--- src/rtl/pwm_bank.sv ---
// Multi-channel PWM bank: programmable period, per-channel wrap-capable windows,
// shadow configuration committed at period boundaries, per-channel polarity.
module pwm_bank #(
   parameter int                  CTR_LEN     = 8,
   parameter int                  NUM_CH      = 4,
   parameter int                  CH_W        = (NUM_CH > 1) ? $clog2(NUM_CH) : 1,
   parameter logic [CTR_LEN-1:0]  DEFAULT_TOP = {CTR_LEN{1'b1}},
   parameter logic [NUM_CH-1:0]   INVERT      = '0
) (
   input  logic                clk,
   input  logic                rst,
   input  logic                en,
   input  logic                wr_en,
   input  logic [CH_W-1:0]     wr_ch,
   input  logic [CTR_LEN-1:0]  wr_lo,
   input  logic [CTR_LEN-1:0]  wr_hi,
   input  logic                top_wr,
   input  logic [CTR_LEN-1:0]  top_val,
   output logic [NUM_CH-1:0]   pwm,
   output logic                period_start
);

   logic [CTR_LEN-1:0] ctr_q, ctr_d;
   logic [CTR_LEN-1:0] top_q, top_d;
   logic [CTR_LEN-1:0] top_sh_q, top_sh_d;

   logic [NUM_CH-1:0][CTR_LEN-1:0] lo_q, lo_d;
   logic [NUM_CH-1:0][CTR_LEN-1:0] hi_q, hi_d;
   logic [NUM_CH-1:0][CTR_LEN-1:0] lo_sh_q, lo_sh_d;
   logic [NUM_CH-1:0][CTR_LEN-1:0] hi_sh_q, hi_sh_d;

   logic [NUM_CH-1:0] pwm_q, pwm_d;
   logic [NUM_CH-1:0] win_on;
   logic              ps_q, ps_d;
   logic              boundary;

   // Window decode: lo==hi is empty, lo>hi wraps across the period boundary.
   always_comb begin
      win_on = '0;
      for (int i = 0; i < NUM_CH; i++) begin
         if (lo_q[i] < hi_q[i]) begin
            win_on[i] = (ctr_q >= lo_q[i]) && (ctr_q < hi_q[i]);
         end else if (lo_q[i] > hi_q[i]) begin
            win_on[i] = (ctr_q >= lo_q[i]) || (ctr_q < hi_q[i]);
         end
      end
   end

   assign boundary = (ctr_q == top_q);

   always_comb begin
      lo_sh_d  = lo_sh_q;
      hi_sh_d  = hi_sh_q;
      top_sh_d = top_sh_q;
      lo_d     = lo_q;
      hi_d     = hi_q;
      top_d    = top_q;
      ctr_d    = ctr_q;
      pwm_d    = pwm_q;
      ps_d     = ps_q;

      for (int i = 0; i < NUM_CH; i++) begin
         if (wr_en && (wr_ch == CH_W'(i))) begin
            lo_sh_d[i] = wr_lo;
            hi_sh_d[i] = wr_hi;
         end
      end
      if (top_wr) begin
         top_sh_d = top_val;
      end

      // Commits read the registered shadow, so a same-cycle write lands one period later.
      if (!en) begin
         ctr_d = '0;
         pwm_d = '0;
         ps_d  = 1'b0;
         lo_d  = lo_sh_q;
         hi_d  = hi_sh_q;
         top_d = top_sh_q;
      end else begin
         pwm_d = win_on;
         ps_d  = (ctr_q == '0);
         if (boundary) begin
            ctr_d = '0;
            lo_d  = lo_sh_q;
            hi_d  = hi_sh_q;
            top_d = top_sh_q;
         end else begin
            ctr_d = ctr_q + CTR_LEN'(1);
         end
      end
   end

   always_ff @(posedge clk) begin
      if (rst) begin
         ctr_q    <= '0;
         top_q    <= DEFAULT_TOP;
         top_sh_q <= DEFAULT_TOP;
         lo_q     <= '0;
         hi_q     <= '0;
         lo_sh_q  <= '0;
         hi_sh_q  <= '0;
         pwm_q    <= '0;
         ps_q     <= 1'b0;
      end else begin
         ctr_q    <= ctr_d;
         top_q    <= top_d;
         top_sh_q <= top_sh_d;
         lo_q     <= lo_d;
         hi_q     <= hi_d;
         lo_sh_q  <= lo_sh_d;
         hi_sh_q  <= hi_sh_d;
         pwm_q    <= pwm_d;
         ps_q     <= ps_d;
      end
   end

   assign pwm          = pwm_q ^ INVERT;
   assign period_start = ps_q;

endmodule

--- config.mk ---
export PLATFORM = sky130hd
export DESIGN_NAME = pwm_bank
export DESIGN_NICKNAME = d
export VERILOG_FILES = /design/src/rtl/pwm_bank.sv
export SDC_FILE = /design/constraint.sdc
export NUM_CORES = 1
export LEC_CHECK = 0
export CORE_MARGIN = 2
export CORE_UTILIZATION = 29
export DETAILED_ROUTE_END_ITERATION = 16
export GPL_TIMING_DRIVEN = 1
export MAX_ROUTING_LAYER = met4
export PLACE_DENSITY = 0.46
export SETUP_SLACK_MARGIN = 0.4
export SLEW_MARGIN = 25
export SYNTH_ARGS = -nofsm -noshare
export SYNTH_HDL_FRONTEND = slang
export SYNTH_SLANG_ARGS = --single-unit
--- constraint.sdc ---
create_clock -name clk -period 2.2 [get_ports clk]
set_input_delay 0.44 -clock clk [delete_from_list [all_inputs] [get_ports clk]]
set_output_delay 0.44 -clock clk [all_outputs]
set_load 0.005 [all_outputs]
==> flow_metrics.tcl <==
set metrics [dict create \
    synthesis.nets 1025 \
    boundaryPins 36 \
    final-hold-violation-count 0 \
    grt_setup_unrepaired "true" \
    area_delta_synth_final_pct 24.60 \
    clock_power_share_pct 45.3 \
    numCtsBuffers 17 \
    drive_above_1_share_pct 13.36 \
    number_of_different_library_cells_in_the_post_synthesis_netlist 46 \
    syn-cell-area_mm2 0.007890 \
    intPower_mw 4.965 \
    slew-limit-headroom_pct 53.41 \
    clkSinkCount 157 \
    grt_remaining_overflow 0 \
    clock_latency_ns 0.44 \
    synth.largest_area_cell "sky130_fd_sc_hd__dfxtp_1" \
    rrSetupSlack_ns 0.43 \
    antenna_found_initial 0 \
    syn_avg_cell_area_um2 8.767 \
    synth_ff_type "sky130_fd_sc_hd__dfxtp_1" \
    tritoncts "yes" \
    comb_power_share_pct 10.2 \
    max_cap_viol 0 \
    yosysWarnings 0 \
    hpwl_mm 15.04 \
    synth_top_area_share_pct 39.84 \
    switching_power_mw 1.731 \
    regToRegEndpoint "hi_q[28]" \
    floorplan.initialDensity_pct 29.44 \
    crit_chain "buf_12, xnor2_1, nand4_1, o21ai_4, buf_12, clkbuf_16, mux2i_1, nor2_1" \
    filler_cell_count 2747 \
    die_width_um 168.9 \
    yosys-top-cells-area "sky130_fd_sc_hd__dfxtp_1 (40%), sky130_fd_sc_hd__ha_1 (15%), sky130_fd_sc_hd__mux2i_1 (8.1%)" \
    routed_wl_mm 22.38 \
    grt_usage_pct 16.20 \
    die_height_um 168.9 \
    yosysSeqAreaShare_pct 39.84 \
    antenna_violating_nets_post_route 0 \
    routed_wire_length_per_instance_um 17.03 \
    worstReg2RegStart "ctr_q[4]" \
    drcViolationCount 0 \
    timing_worst_slew_pin_value_ns 0.6989 \
    critical-path-top-cell-by-count "sky130_fd_sc_hd__buf_12" \
    clkTransAtPathRegs_ns 0.07 \
    power_frac_seq_pct 44.5 \
    worst_path_largest_cell_delay_ns 0.36 \
    vias_per_cell 4.721 \
    floorplan.die_area_mm2 0.02854 \
    via_count 6204 \
    first_pass_grt_wire_length_mm 33.99 \
    rr_worst_depth 8 \
    max_clock_freq_mhz 564.7 \
    min_to "top_q[6]" \
    dr.first_iter.drc_count 336 \
    min_path_cells 1 \
    layout_worst_path_cycle_share_pct 80.49 \
    gp_routability_congestion 0.7945 \
    ys_ff_latch 157 \
    h-tree-depth 4 \
    antennaDiodeCount 0 \
    ir_worst_vdd_v 0.0003312 \
    synthesis.instances 900 \
    vias_in_the_first_global_route 5889 \
    cts_buffer_depth 2 \
    clock_tree_root_buffer_cell "sky130_fd_sc_hd__clkbuf_16" \
    tns_ns 0 \
    number_of_non_filler_instances_in_the_completed_layout 1314 \
    final_layout_net_count 1085 \
    row_count 60 \
    count_of_flip_flops_with_a_built_in_enable_after_synthesis 0 \
    setup_viol 0 \
    first_pass_iteration_count_of_the_detailed_router 4 \
    timing.final.max_slew_violations 0 \
    hold_class "reg -> reg" \
    share_of_synthesized_flip_flops_with_an_asynchronous_set_or_reset_pct 0 \
    skew_ns 0.009823 \
    p_per_area_mw_per_mm2 681.1 \
    critical_path.startpoint_type "flop" \
    hp-start "top_sh_q[6]" \
    p_leak_nw 4.077 \
    placedCellCount 1267 \
    postLayoutSetupSlackWorst_ns 0.4293 \
    setup.worst_path.end_class "flop" \
    final.min_clock_period_ns 1.771 \
    core_area_mm2 0.02680 \
    grt_start_max_net_pins 146 \
    place_ws_ns 0.1556 \
    critPathArrivalTime_ns 2.08 \
    cp_max_fo 8 \
    worstPathRequired_ns 2.50 \
    timing.critical_path.slowest_stage_cell "sky130_fd_sc_hd__dfxtp_4" \
    number_of_port_buffers 35 \
    worstSetupPathType "reg -> reg" \
    swShare_pct 25.85 \
    status "finished, final reports clean" \
]
[cells in the mapped netlist, types with 12 or more instances]
cell                         n
sky130_fd_sc_hd__dfxtp_1   157
sky130_fd_sc_hd__nand2_1   141
sky130_fd_sc_hd__ha_1       94
sky130_fd_sc_hd__nor2_1     91
sky130_fd_sc_hd__a21oi_1    86
sky130_fd_sc_hd__inv_1      71
sky130_fd_sc_hd__mux2i_1    64
sky130_fd_sc_hd__clkbuf_1   27
sky130_fd_sc_hd__a211o_1    17
sky130_fd_sc_hd__a21o_1     13
sky130_fd_sc_hd__nor2b_1    13
sky130_fd_sc_hd__nand4_1    12
[worst max-delay path: cells and delay by family, from the launching register on]
| family | cells | cell delay (ns) |
|---|---|---|
| AO/OA/AOI/OAI | 1 | 0.22 |
| XOR/XNOR | 1 | 0.13 |
| buffers and inverters | 3 | 0.53 |
| flip-flops | 1 | 0.36 |
| multiplexers | 1 | 0.19 |
| AND/OR/NAND/NOR | 2 | 0.19 |
[routing by layer]
metal,GRT usage (%),vias to the layer above,share of wire (%)
met3,3.203,26,3.1
met2,24.71,74,45
met4,4.310,0,1.4
li1,-,3203,-
met1,21.91,2901,50
met5,-,-,0
[power by group through the flow]
stage	logic (mW)	registers (mW)	clock network (mW)
after floorplan	0.390	3.03	0
after global placement	0.623	3.05	0
final	0.686	2.98	3.03
after global routing	0.758	2.99	3.22
after detailed placement	0.624	3.04	0
after CTS	0.632	2.98	3.13
[worst max path at each step]
stage / from / end / cells past startpoint
6_report: ctr_q[4] / hi_q[28] / 8
4_1_cts: ctr_q[6] / pwm[1] / 8
3_5_place_dp: wr_en / lo_sh_q[5] / 4
5_1_grt: ctr_q[6] / pwm[0] / 8
3_3_place_gp: wr_en / hi_sh_q[2] / 4
2_1_floorplan: ctr_q[2] / pwm[2] / 6
[cell usage in the layout, fill, tap and decap left out, types with 6 or more instances in the layout]
| cell | count |
|---|---|
| sky130_fd_sc_hd__xnor2_1 | 6 |
| sky130_fd_sc_hd__inv_1 | 65 |
| sky130_fd_sc_hd__ha_4 | 6 |
| sky130_fd_sc_hd__clkdlybuf4s50_1 | 34 |
| sky130_fd_sc_hd__nor2_1 | 91 |
| sky130_fd_sc_hd__dfxtp_1 | 143 |
| sky130_fd_sc_hd__a211oi_2 | 6 |
| sky130_fd_sc_hd__mux2i_1 | 63 |
| sky130_fd_sc_hd__ha_1 | 88 |
| sky130_fd_sc_hd__a211o_1 | 17 |
| sky130_fd_sc_hd__dfxtp_2 | 10 |
| sky130_fd_sc_hd__clkbuf_16 | 22 |
| sky130_fd_sc_hd__o211ai_1 | 10 |
| sky130_fd_sc_hd__nand2_1 | 141 |
| sky130_fd_sc_hd__buf_4 | 31 |
| sky130_fd_sc_hd__a21o_1 | 13 |
| sky130_fd_sc_hd__a21oi_1 | 84 |
| sky130_fd_sc_hd__nand4_1 | 12 |
| sky130_fd_sc_hd__nor2b_1 | 13 |
| sky130_fd_sc_hd__nand3_1 | 9 |
[area by class of cell]
cell class | count | area, µm² | area share [%]
timing repair buffer | 83 | 937.1 | 9.533
clock inverter | 14 | 158.9 | 1.616
multi-input combinational | 630 | 4428 | 45.04
clock buffer | 18 | 439.2 | 4.467
inverter | 71 | 270.3 | 2.749
tap | 341 | 426.7 | 4.340
sequential | 157 | 3171 | 32.25
[what timing repair did]
item | CTS | global route
cloned | 0 | 5
hold buffers | 0 | 0
hold endpoints to repair | 0 | 0
setup endpoints to repair | 84 | 81
pin swaps | 3 | 16
buffers inserted | 0 | 10
resized for setup | 16 | 48
[metrics by stage]
step	power, mW	utilization, %	instance area [µm²]	hold WS [ns]
3_5_place_dp	3.669	32.75	8776	0.4425
4_1_cts	6.738	35.08	9403	0.4560
6_report	6.696	36.68	9831	0.4543
3_3_place_gp	3.669	32.75	8776	0.4413
5_1_grt	6.966	36.68	9831	0.4732
2_1_floorplan	3.418	-	7890	0.4273
[cell families after synthesis]
logic type / share of synthesized area, %
simple gates: 15.89
compound gates: 13.24
flops: 39.84
buf+inv: 6.359
fa+ha+maj: 14.91
mux: 8.119
xor+xnor: 1.649
[sequential cells by signal, indices dropped and copies added, names as in the netlist]
signal and cells:
top_q 8, pwm 4, ctr_q 8, top_sh_q 8, period_start 1, hi_sh_q 32
lo_sh_q 32, hi_q 32, lo_q 32
Note: power is estimated with default switching activity, not from simulation.
